[src/rtl/fft_data_output.sv]
// AXI4-Stream capture of one NFFT-sample complex frame into local RAM,
// read back through a registered 32-bit port once the frame is no longer being written.
module fft_data_output #(
   parameter int unsigned NFFT = 8
) (
   input  logic                        clk,
   input  logic                        resetn,
   input  logic                        s_tvalid,
   output logic                        s_tready,
   input  logic                        s_tlast,
   input  logic [63:0]                 s_tdata,
   input  logic [$clog2(NFFT*2)-1:0]   rAddr,
   input  logic                        rEn,
   output logic [31:0]                 rData,
   input  logic                        arm,
   output logic                        capturing,
   output logic                        done,
   output logic [$clog2(NFFT):0]       beat_count,
   output logic                        err_early_last,
   output logic                        err_no_last
);

   localparam int unsigned IW    = $clog2(NFFT);
   localparam int unsigned AW    = IW + 1;
   localparam int unsigned CW    = IW + 1;
   localparam int unsigned DEPTH = NFFT * 2;

   typedef enum logic [1:0] {
      ST_IDLE,
      ST_CAPTURE,
      ST_DONE
   } state_e;

   state_e          state_q, state_d;
   logic            capturing_q, capturing_d;
   logic            done_q, done_d;
   logic            err_early_q, err_early_d;
   logic            err_no_last_q, err_no_last_d;
   logic [CW-1:0]   beat_count_q, beat_count_d;
   logic [31:0]     rdata_q, rdata_d;

   logic [31:0]     ram [DEPTH];
   logic            ram_we_c;
   logic [AW-1:0]   ram_addr_re_c;
   logic [AW-1:0]   ram_addr_im_c;

   // Sample i lands as RE at word 2i and IM at word 2i+1.
   assign ram_addr_re_c = {beat_count_q[IW-1:0], 1'b0};
   assign ram_addr_im_c = {beat_count_q[IW-1:0], 1'b1};

   always_comb begin
      state_d       = state_q;
      done_d        = done_q;
      err_early_d   = err_early_q;
      err_no_last_d = err_no_last_q;
      beat_count_d  = beat_count_q;
      rdata_d       = rdata_q;
      ram_we_c      = 1'b0;

      case (state_q)
         ST_IDLE, ST_DONE: begin
            if (arm) begin
               state_d       = ST_CAPTURE;
               done_d        = 1'b0;
               err_early_d   = 1'b0;
               err_no_last_d = 1'b0;
               beat_count_d  = '0;
            end
         end
         ST_CAPTURE: begin
            if (s_tvalid) begin
               ram_we_c     = 1'b1;
               beat_count_d = beat_count_q + CW'(1);
               // The NFFT-th beat always closes the frame, with or without tlast.
               if (beat_count_q == CW'(NFFT - 1)) begin
                  state_d       = ST_DONE;
                  done_d        = 1'b1;
                  err_no_last_d = ~s_tlast;
               end else if (s_tlast) begin
                  state_d     = ST_DONE;
                  done_d      = 1'b1;
                  err_early_d = 1'b1;
               end
            end
         end
         default: state_d = ST_IDLE;
      endcase

      // The read port is locked while the frame is being written.
      if (rEn) begin
         rdata_d = (state_q == ST_CAPTURE) ? 32'd0 : ram[rAddr];
      end

      capturing_d = (state_d == ST_CAPTURE);
   end

   always_ff @(posedge clk) begin
      if (!resetn) begin
         state_q       <= ST_IDLE;
         capturing_q   <= 1'b0;
         done_q        <= 1'b0;
         err_early_q   <= 1'b0;
         err_no_last_q <= 1'b0;
         beat_count_q  <= '0;
         rdata_q       <= '0;
      end else begin
         state_q       <= state_d;
         capturing_q   <= capturing_d;
         done_q        <= done_d;
         err_early_q   <= err_early_d;
         err_no_last_q <= err_no_last_d;
         beat_count_q  <= beat_count_d;
         rdata_q       <= rdata_d;
      end
   end

   // Frame storage; contents survive reset.
   always_ff @(posedge clk) begin
      if (resetn && ram_we_c) begin
         ram[ram_addr_re_c] <= s_tdata[31:0];
         ram[ram_addr_im_c] <= s_tdata[63:32];
      end
   end

   assign s_tready       = capturing_q;
   assign capturing      = capturing_q;
   assign done           = done_q;
   assign err_early_last = err_early_q;
   assign err_no_last    = err_no_last_q;
   assign beat_count     = beat_count_q;
   assign rData          = rdata_q;

endmodule

[config.mk]
export PLATFORM = sky130hd
export DESIGN_NAME = fft_data_output
export DESIGN_NICKNAME = d
export VERILOG_FILES = /design/src/rtl/fft_data_output.sv
export SDC_FILE = /design/constraint.sdc
export NUM_CORES = 1
export LEC_CHECK = 0
export ABC_AREA = 0
export ABC_CLOCK_PERIOD_IN_PS = 5400
export BUFFER_PORTS_ARGS = -buffer_cell sky130_fd_sc_hd__buf_2
export CAP_MARGIN = 15
export CORE_UTILIZATION = 55
export DETAILED_ROUTE_END_ITERATION = 6
export PLACE_DENSITY = 0.85
export SLEW_MARGIN = 20
export SYNTH_ARGS = -nofsm -noshare
export SYNTH_HDL_FRONTEND = slang
export SYNTH_SLANG_ARGS = --single-unit
[constraint.sdc]
create_clock -name clk -period 5.4 [get_ports clk]
set_input_delay 0 -clock clk [delete_from_list [all_inputs] [get_ports clk]]
set_output_delay 0 -clock clk [all_outputs]
set_load 0.02 [all_outputs]
* After elaboration in Yosys (flattened, before gate mapping)
Memories as Yosys holds them, arrays and structs flattened. Cells that the tools add are included.
Word-level totals: bits in latches 0, memory bits (read-only) 0, bits in writable memories 512, output and inout bits 41, register bits 42, memories 1
Operators by class: eq/ne operators 10, multiply operators 0, mux-type cells 24, shifts and indexed selects 0, divide/modulo/power cells 0, reduce and logical (&&, ||, !) cells 8, $add $sub $neg 1, magnitude comparators 0, bitwise gates (word level) 1
Memory list:
- ram | words 16, bits a word 32, rd ports 1, clocked after memory_dff 0, wr ports 2, line 42 | logic [31:0] ram [DEPTH];
Operator list (number):
- $mux 32 | 1
- $mux 1 | 12
- $ne 2x2->1 const B | 5
- $mux 2 | 4
- $mux 4 | 2
- $pmux 4 s2 | 1
- $reduce_and 4->1 | 2
- $pmux 1 s2 | 3
- $reduce_and 5->1 | 1
- $add 4x1->4 const B | 1
- $eq 2x1->1 const B | 2
- $eq 4x3->1 const B | 1
- $pmux 2 s2 | 1
- $ne 3x3->1 const B | 1
- $reduce_and 3->1 | 1
- $eq 2x2->1 const B | 1
- $logic_not 2->1 | 1
- $reduce_bool 2->1 | 1
- $reduce_or 2->1 | 1
- $logic_and 1x1->1 | 1
- $not 1->1 | 1

* Logic depth before layout (Yosys ltp)
Gate-level depths: netlist (run 1).
depth in word-level cells 5, gate-level depth with buffers 8

* Worst setup path before layout (run 1)
OpenSTA, ideal clock, no wires.
kind register to register, start register state_q[1], end memory ram[2][0], enable pin, buffers on the path 1, data required time 4.836 ns, setup slack -0.434 ns, arrival 5.269 ns, cell stages (with the launch flop) 5, setup time 0.564 ns, cell sequence dfxtp_1 -> and3b_1 -> clkbuf_1 -> nand3_1 -> nor3_1
RTL lines:
- start, declared | line 34 | state_e state_q, state_d;
- start signal, assigned | line 107 | state_q <= state_d;
- end, declared | line 42

==> tab_implementation.tex, run 1 <==
\begin{tabular}{lr}
\hline
Metric & Value \\
\hline
\multicolumn{2}{l}{\textbf{Clock network}} \\
Clock transition at the register clock pins on the worst setup and hold paths after CTS & 0.06 ns \\
CTS Root Cell & sky130\_fd\_sc\_hd\_\_clkbuf\_16 \\
Number of buffers created by CTS & 52 \\
Latest clock arrival within the worst-skew pair & 0.60 ns \\
Buffers from clock root to sink, at most & 3 \\
Sink Count & 554 \\
Number of H-tree levels & 2 \\
Count of instances resized after the clock tree is built & 0 \\
Clock tree from TritonCTS & done \\
\multicolumn{2}{l}{\textbf{STA}} \\
Tightest Pin Transition & 1.138 ns \\
Hold slack & 0.04909 ns \\
Max Fclk & 336.0 MHz \\
Max-slew violation count & 0 \\
Total setup violations reported at the end of the flow & 0 \\
Min cycle time layout & 2.976 ns \\
Worst slew margin relative to its limit & 24.12\% \\
Final hold violation count & 0 \\
Worst setup slack after layout & 2.424 ns \\
Unrepaired setup endpoints after global routing & false \\
Share of the cycle needed by the critical path after routing & 55.11\% \\
Final setup TNS & 0 ns \\
Post-Route Skew & 0.02166 ns \\
\multicolumn{2}{l}{\textbf{Synthesis}} \\
Yosys top cell area share & 73.14\% \\
Cells taking the most area after synthesis & sky130\_fd\_sc\_hd\_\_edfxtp\_1 (73\%), sky130\_fd\_sc\_hd\_\_mux4\_2 (5.8\%), sky130\_fd\_sc\_hd\_\_mux4\_1 (5.0\%) \\
Post-synth top area cell & sky130\_fd\_sc\_hd\_\_edfxtp\_1 \\
Net count after synthesis & 1072 \\
Distinct cell type count after synthesis & 30 \\
Sequential cell area fraction in the yosys report & 77.14\% \\
Register bit total from synthesis & 554 \\
Average cell area after synthesis & 21.08 um\^{}2 \\
Post-synthesis instance total & 997 \\
Total standard cell area after synthesis & 21020 um\^{}2 \\
Synth warnings & 0 \\
\multicolumn{2}{l}{\textbf{Outcome}} \\
Status & finished, final reports clean \\
\multicolumn{2}{l}{\textbf{Setup path}} \\
Sort of element at the start of the critical path & flop \\
Stage delay of the slowest cell on the critical path & 0.91 ns \\
Gate family responsible for the most delay along the worst path & simple AND/OR/NAND/NOR gates \\
CP bufs+invs & 1 \\
Arrival time of data at the critical path endpoint & 3.22 ns \\
CP cell instances & and3b\_1, nand3\_1, nor2\_4, buf\_4 \\
Endpoint required time on the critical path & 5.64 ns \\
Critical path endpoint category & flop \\
Standard cell with the maximum stage delay on the critical path & sky130\_fd\_sc\_hd\_\_nor2\_4 \\
Crit path kind & flop to flop \\
CP max FO & 33 \\
\multicolumn{2}{l}{\textbf{Finish}} \\
Area grow syn2layout & 16.66\% \\
Fin util & 65.11\% \\
Share of layout cells above drive strength 1 & 23.99\% \\
Post-layout net count & 1270 \\
\multicolumn{2}{l}{\textbf{Global route}} \\
First-pass GRT wire length & 65900 um \\
Maximum number of pins on one net before global-route repair & 101 \\
Antenna violations before repair & 0 \\
Combined global-route utilization of all metal layers & 23.02\% \\
Via count of the first global-routing pass & 10930 \\
Global-route congestion overflow total & 0 \\
\multicolumn{2}{l}{\textbf{Die}} \\
Die outline height & 197.5 um \\
Std-Cell Rows & 71 \\
Die Wd & 197.5 um \\
Area of the core & 37670 um\^{}2 \\
Top Ports & 115 \\
Initial standard-cell utilization of the core & 55.81\% \\
Die area & 39010 um\^{}2 \\
\multicolumn{2}{l}{\textbf{Routing}} \\
Post-detailed-route wirelength per cell & 25.10 um \\
DRC violation count after routing & 0 \\
Remaining number of nets flagged by the antenna check after routing & 0 \\
Highest metal layer with signal wires & met4 \\
First-iteration detailed-routing DRC count & 805 \\
Met1 wire length & 17800 um \\
Detail Route met3 WL & 3001 um \\
Detailed-route wire length & 43830 um \\
Total number of vias & 10540 \\
Number of iterations in the first detailed-routing pass & 4 \\
Sum of met2 wire segment lengths after detailed routing & 21810 um \\
Via-per-instance ratio & 6.035 \\
\multicolumn{2}{l}{\textbf{Pwr}} \\
Peak supply drop & 0.0003130 V \\
Pwr per Cell Area & 352.3 nW/um\^{}2 \\
Leak pwr & 8.351 nW \\
\multicolumn{2}{l}{\textbf{Placed design}} \\
Half-perimeter wire length after placement & 23250 um \\
Setup WS pre-CTS & 2.446 ns \\
Number of port buffers & 114 \\
RePlAce Congestion & 0.7337 \\
\multicolumn{2}{l}{\textbf{Run}} \\
Max-cap violation count & 0 \\
\multicolumn{2}{l}{\textbf{Worst hold path}} \\
Worst Hold Class & input port to flop \\
\hline
\end{tabular}
layout by cell type (no fill, tap or decap), drive strengths merged:
| cell type | netlist | final |
|---|---|---|
| a21boi | 6 | 6 |
| a21oi | 3 | 3 |
| a22oi | 63 | 63 |
| a31oi | 1 | 1 |
| and2 | 2 | 2 |
| and3b | 2 | 2 |
| buf | 29 | 131 |
| bufinv | 0 | 2 |
| clkbuf | 30 | 75 |
| clkinv | 0 | 13 |
| clkinvlp | 0 | 1 |
| dfxtp | 42 | 42 |
| diode | 0 | 1 |
| dlygate4sd3 | 0 | 72 |
| edfxtp | 512 | 512 |
| ha | 1 | 1 |
| inv | 0 | 2 |
| mux2 | 31 | 31 |
| mux2i | 68 | 68 |
| mux4 | 94 | 94 |
| nand2 | 44 | 44 |
| nand2b | 4 | 4 |
| nand3 | 2 | 2 |
| nand3b | 3 | 3 |
| nand4 | 1 | 1 |
| nor2 | 10 | 10 |
| nor2b | 4 | 4 |
| nor3 | 4 | 4 |
| nor3b | 2 | 2 |
| o211ai | 34 | 34 |
| o21ai | 2 | 2 |
| o22ai | 1 | 1 |
| xor2 | 2 | 2 |
final timing paths:
check / slack [ns] / depth (start not counted) / end / from
worst max-delay path: 2.42 / 4 / ram[6][16]$_DFFE_PP_ / state_q[1]$_SDFF_PN0_
worst min-delay path: 0.05 / 4 / rData[4]$_SDFFE_PN0P_ / rAddr[1]
worst max register to register: 2.42 / 4 / ram[6][16]$_DFFE_PP_ / state_q[1]$_SDFF_PN0_
worst min register to register: 0.48 / 2 / done$_SDFFE_PN0P_ / done$_SDFFE_PN0P_
registers in the layout, indices dropped and copies added (netlist names):
| register | count |
|---|---|
| beat_count | 4 |
| capturing | 1 |
| done | 1 |
| err_early_last | 1 |
| err_no_last | 1 |
| rData | 32 |
| ram | 512 |
| state_q | 2 |
tightest hold or removal path, cell delays in order:
cell and delay (ns):
sky130_fd_sc_hd__buf_4 0.23, sky130_fd_sc_hd__mux2_2 0.27, sky130_fd_sc_hd__a22oi_1 0.06, sky130_fd_sc_hd__nand2_1 0.06
logic make-up (layout without fill, tap and decap cells):
group	count (synthesis)	count (layout)	share of synthesized area, %
AOI/OAI and AO/OA	110	110	3.857
xor gates and xnor gates	2	2	0.08334
adders and majority gates	1	1	0.05951
buffers and inverters	59	296	1.482
DFF	554	554	77.14
muxes	193	193	15.68
other	0	1	0
and+or+nand+nor	78	78	1.696
through the flow:
step           area (um^2)  std cells  power [mW]
5_1_grt              24520       1745       8.883
3_3_place_gp         22160       1578       5.209
2_1_floorplan        21030        997       5.063
4_1_cts              24510       1744       8.680
6_report             24520       1746       8.639
3_5_place_dp         22190       1579       5.227
per-layer routing:
metal | GRT usage (%) | vias to the layer above
li1 | - | 4550
met1 | 30.21 | 5465
met2 | 38.59 | 431
met3 | 4.900 | 91
met4 | 7.522 | 0
met5 | 0 | -
layout make-up:
type	count	area, um^2
multi-input cells	384	4588
flip-flops and latches	554	16220
diodes	1	2.502
repair buffers	203	1483
well taps	511	639.4
clock buffers	75	1439
fillers	2448	13140
clock inverters	18	156.4
report_power, final:
part,internal (mW),total [mW],switching [mW]
sequential,4.72,4.74,0.0196
clock,1.95,3.46,1.51
combinational,0.190,0.444,0.253
total,6.85,8.64,1.79
timing repair:
item | in CTS | in global routing
buffers inserted | 0 | 0
endpoints found under the hold margin | 536 | 0
hold buffers | 72 | 0
endpoints found under the setup margin | 0 | 0
Yosys cell counts, drive strengths merged:
cell type and count:
buf 29, and3b 2, edfxtp 512, nor2 10
a31oi 1, nor2b 4, nand3b 3, a22oi 63
nand2 44, clkbuf 30, nor3b 2, mux2 31
a21oi 3, and2 2, o22ai 1, mux2i 68
nand4 1, o211ai 34, nand3 2, xor2 2
nor3 4, nand2b 4, a21boi 6, ha 1
dfxtp 42, o21ai 2, mux4 94
Note: power is estimated with default switching activity, not from simulation.
==> run 2, diff against run 1 <==
--- a/config.mk
+++ b/config.mk
@@ -5,8 +5,8 @@
 export SDC_FILE = /design/constraint.sdc
 export NUM_CORES = 1
 export LEC_CHECK = 0
-export ABC_AREA = 0
-export ABC_CLOCK_PERIOD_IN_PS = 5400
+export ABC_AREA = 1
+export ABC_CLOCK_PERIOD_IN_PS = 2600
 export BUFFER_PORTS_ARGS = -buffer_cell sky130_fd_sc_hd__buf_2
 export CAP_MARGIN = 15
 export CORE_UTILIZATION = 55
==> constraint.sdc (replaced) <==
create_clock -name clk -period 2.6 [get_ports clk]
set_input_delay 0 -clock clk [delete_from_list [all_inputs] [get_ports clk]]
set_output_delay 0 -clock clk [all_outputs]
set_load 0.02 [all_outputs]
==> run 2 against run 1 <==
  * Clock power is 120% higher
  * Register-to-register slack worse by 2.0 ns
  * Die area rose by 12%
  * Cell count up 73%
  * Critical path depth grew 4
  * Wire length grew 30%
  * Worst setup slack got worse by 2.0 ns
  * Core utilization down 0.77 points
==> tab_implementation.tex, run 2 <==
\begin{tabular}{lr}
\hline
Metric & Value \\
\hline
\multicolumn{2}{l}{\textbf{Clock network}} \\
Buffers from clock root to sink, at most & 3 (unchanged) \\
Number of H-tree levels & 2 (unchanged) \\
Number of buffers created by CTS & 53 (+1.9\%) \\
Sink Count & 554 (unchanged) \\
Post-CTS repair timing setup buffer count & 0 (unchanged) \\
Clock tree from TritonCTS & done \\
CTS Root Cell & sky130\_fd\_sc\_hd\_\_clkbuf\_16 \\
Latest clock arrival within the worst-skew pair & 0.61 ns (about the same) \\
Clock transition at the register clock pins on the worst setup and hold paths after CTS & 0.06 ns (about the same) \\
\multicolumn{2}{l}{\textbf{Die}} \\
Area of the core & 42040 um\^{}2 (+12\%) \\
Die area & 43600 um\^{}2 (+12\%) \\
Initial standard-cell utilization of the core & 55.96\% (+0.15 points) \\
Std-Cell Rows & 75 (+5.6\%) \\
Top Ports & 115 (unchanged) \\
Die outline height & 208.8 um (+5.7\%) \\
Die Wd & 208.8 um (+5.7\%) \\
\multicolumn{2}{l}{\textbf{Setup path}} \\
R2R setup slack & 0.45 ns (-1.98 ns) \\
CP cell instances & ha\_1, nand3\_1, nor2\_1, nor2\_1, nor2\_1, o21ai\_0, dlygate4sd3\_1, nor2\_1 \\
Stage delay of the slowest cell on the critical path & 0.61 ns (-0.30 ns) \\
Endpoint required time on the critical path & 3.14 ns (-2.50 ns) \\
Cell mode on critical path & sky130\_fd\_sc\_hd\_\_nor2\_1 \\
Critical path endpoint category & flop \\
Standard cell with the maximum stage delay on the critical path & sky130\_fd\_sc\_hd\_\_dfxtp\_1 \\
Start point of the critical path & beat\_count[1]\$\_SDFFE\_PN0P\_ \\
Sort of element at the start of the critical path & flop \\
CP max FO & 9 (-73\%) \\
FF-to-FF End & err\_no\_last\$\_SDFFE\_PN0P\_ \\
Worst flop-to-flop path startpoint & beat\_count[1]\$\_SDFFE\_PN0P\_ \\
Number of cells on the worst reg-to-reg path & 8 (+4) \\
Arrival time of data at the critical path endpoint & 2.69 ns (-0.53 ns) \\
Crit path kind & flop to flop \\
\multicolumn{2}{l}{\textbf{Synthesis}} \\
Simple-gate share of the synthesized area & 20.60\% (+19 points) \\
Share of cell area taken by muxes after synthesis & 0\% (-16 points) \\
Number of enable flip-flop cells after synthesis & 512 (unchanged) \\
Distinct cell type count after synthesis & 23 (-23\%) \\
Average cell area after synthesis & 10.34 um\^{}2 (-51\%) \\
Post-synthesis instance total & 2275 (+130\%) \\
Synth top cells by count & sky130\_fd\_sc\_hd\_\_nand2\_1 (748), sky130\_fd\_sc\_hd\_\_edfxtp\_1 (512), sky130\_fd\_sc\_hd\_\_inv\_1 (398) \\
Dominant combinational cell family by area after synthesis & simple AND/OR/NAND/NOR gates \\
Yosys top cell area share & 65.36\% (-7.8 points) \\
Net count after synthesis & 2350 (+120\%) \\
Register bit total from synthesis & 554 (unchanged) \\
Most common cell in the netlist & sky130\_fd\_sc\_hd\_\_nand2\_1 \\
Most used DFF post-synth & sky130\_fd\_sc\_hd\_\_edfxtp\_1 \\
Arithmetic-cell share of the synthesized area counting full adders, half adders and majority gates & 0.05319\% (-0.0063 points) \\
Compound-cell area share of the yosys netlist & 0.9574\% (-2.9 points) \\
Sequential cell area fraction in the yosys report & 68.93\% (-8.2 points) \\
Total standard cell area after synthesis & 23520 um\^{}2 (+12\%) \\
Post-synth top area cell & sky130\_fd\_sc\_hd\_\_edfxtp\_1 \\
Synth warnings & 0 (unchanged) \\
Async set-reset flop share out of synthesis & 0\% (unchanged) \\
XOR/XNOR share of the synthesized area & 0.03723\% (-0.046 points) \\
Cells taking the most area after synthesis & sky130\_fd\_sc\_hd\_\_edfxtp\_1 (65\%), sky130\_fd\_sc\_hd\_\_nand2\_1 (12\%), sky130\_fd\_sc\_hd\_\_nand3\_1 (8.2\%) \\
\multicolumn{2}{l}{\textbf{Pwr}} \\
Logic gate share of total power & 6.7\% (+1.6 points) \\
Pwr per Cell Area & 693.8 nW/um\^{}2 (+97\%) \\
P\_int & 14.59 mW (+110\%) \\
Peak supply drop & 0.0005696 V (+82\%) \\
Leak pwr & 11.61 nW (+39\%) \\
Clock power frac & 40.9\% (+0.9 points) \\
Part of the power in registers & 52.4\% (-2.4 points) \\
Power, Total & 18.77 mW (+120\%) \\
Switching portion of total power & 22.28\% (+1.6 points) \\
Net switching power figure & 4.181 mW (+130\%) \\
\multicolumn{2}{l}{\textbf{STA}} \\
Worst setup slack after layout & 0.4489 ns (-1.975 ns) \\
Tightest Pin Transition & 0.7672 ns (-0.3710 ns) \\
Final hold violation count & 0 (unchanged) \\
Max Fclk & 464.9 MHz (+38\%) \\
Post-Route Skew & 0.008557 ns (-0.01311 ns) \\
Share of the cycle needed by the critical path after routing & 82.74\% (+28 points) \\
Hold slack & 0.06686 ns (+0.01777 ns) \\
Min cycle time layout & 2.151 ns (-0.8247 ns) \\
Max-slew violation count & 0 (unchanged) \\
Total setup violations reported at the end of the flow & 0 (unchanged) \\
Worst slew margin relative to its limit & 48.85\% (+25 points) \\
Unrepaired setup endpoints after global routing & false \\
\multicolumn{2}{l}{\textbf{Global route}} \\
Global-route congestion overflow total & 0 (unchanged) \\
Maximum number of pins on one net before global-route repair & 157 (+55\%) \\
Combined global-route utilization of all metal layers & 26.55\% (+3.5 points) \\
First-pass GRT wire length & 90010 um (+37\%) \\
Via count of the first global-routing pass & 17030 (+56\%) \\
Antenna violations before repair & 2 (+2) \\
\multicolumn{2}{l}{\textbf{Worst hold path}} \\
Source of the worst hold timing path & rEn \\
Number of cells on the worst hold path & 5 (+1) \\
Sink of the worst hold path & rData[15]\$\_SDFFE\_PN0P\_ \\
Worst Hold Class & input port to flop \\
\multicolumn{2}{l}{\textbf{Routing}} \\
First-iteration detailed-routing DRC count & 1921 (+140\%) \\
DRC violation count after routing & 0 (unchanged) \\
Via-per-instance ratio & 5.550 (-8.0\%) \\
Detailed-route wire length & 57100 um (+30\%) \\
Total number of vias & 16770 (+59\%) \\
Number of iterations in the first detailed-routing pass & 7 (+3) \\
Remaining number of nets flagged by the antenna check after routing & 0 (unchanged) \\
Post-detailed-route wirelength per cell & 18.90 um (-25\%) \\
\multicolumn{2}{l}{\textbf{Outcome}} \\
Status & finished, final reports clean \\
\multicolumn{2}{l}{\textbf{Finish}} \\
Share of layout cells above drive strength 1 & 10.24\% (-14 points) \\
Commonest non-fill, non-tap cells in the layout & sky130\_fd\_sc\_hd\_\_nand2\_1 (745), sky130\_fd\_sc\_hd\_\_edfxtp\_1 (512), sky130\_fd\_sc\_hd\_\_inv\_1 (396) \\
Post-layout net count & 2511 (+98\%) \\
Fin util & 64.34\% (-0.77 points) \\
Number of flip-flops under the largest register name & 512 (unchanged) \\
Most frequent standard cell in the layout excluding fill and tap cells & sky130\_fd\_sc\_hd\_\_nand2\_1 \\
Register with the most flip-flops & ram \\
Area grow syn2layout & 14.99\% \\
\multicolumn{2}{l}{\textbf{Placed design}} \\
Half-perimeter wire length after placement & 31510 um (+36\%) \\
Setup WS pre-CTS & 0.5533 ns (-1.893 ns) \\
Number of port buffers & 114 (unchanged) \\
RePlAce Congestion & 0.7834 (+6.8\%) \\
\multicolumn{2}{l}{\textbf{Run}} \\
Max-cap violation count & 0 (unchanged) \\
\hline
\end{tabular}
-- run 2: power groups by stage --
stage,logic [mW],registers [mW],clock network [mW]
after floorplan,0.662,10.1,0
after global placement,1.09,10.0,0
after detailed placement,1.14,10.0,0
after CTS,1.24,9.83,7.73
after global routing,1.36,9.83,8.09
final,1.25,9.83,7.68
-- run 2: layout make-up --
cell class	count	area [um^2]
Tap cell	539	674.4
Multi-Input combinational cell	1205	5195
Clock inverter	22	210.2
Antenna cell	1	2.502
Clock buffer	78	1530
Timing Repair Buffer	221	1708
Inverter	401	1513
Fill cell	2875	14990
Sequential cell	554	16220
-- run 2: cells by family (layout without fill, tap and decap cells) --
group / Yosys count / in the layout
DFF: 554 / 554
AOI/OAI and AO/OA: 44 / 44
and+or+nand+nor: 1159 / 1159
adders and majority gates: 1 / 1
buffers and inverters: 516 / 722
xor gates and xnor gates: 1 / 1
other: 0 / 1
-- run 2: how the worst max path moves through the flow --
stage | end | slack (ns) | cells past startpoint
2_1_floorplan | ram[10][0]$_DFFE_PP_ | -0.55 | 3
3_3_place_gp | ram[0][11]$_DFFE_PP_ | 0.58 | 7
3_5_place_dp | ram[1][11]$_DFFE_PP_ | 0.55 | 7
4_1_cts | err_no_last$_SDFFE_PN0P_ | 0.48 | 8
5_1_grt | err_no_last$_SDFFE_PN0P_ | 0.30 | 8
6_report | err_no_last$_SDFFE_PN0P_ | 0.45 | 8
-- run 2: layer usage --
layer	global-route usage, %	vias to the layer above	share of wire, %
met4	13.79	2	4.5
li1	-	7658	-
met1	33.14	7916	36
met5	0	-	0.019
met2	44.64	977	50
met3	4.554	214	9.1
-- run 2: critical path: cells and delay by family (launching register included) --
kind            cells  cell delay [ns]
flops               1             0.61
compound gates      1             0.07
fa+ha+maj           1             0.29
buf+inv             1             0.57
simple gates        5             0.55
-- run 2: repair_timing --
action / in CTS / in global routing
gates resized for setup: 0 / 0
hold buffers: 70 / 0
endpoints found under the hold margin: 522 / 0
setup endpoints to repair: 0 / 0
-- run 2: through the flow --
stage,instance area [um^2],instances,setup TNS (ns)
final,27050,3021,0
after global placement,24610,2850,0
after floorplan,23610,2275,-102.35
after detailed placement,24610,2850,0
after global routing,27050,3021,0
after CTS,27050,3020,0
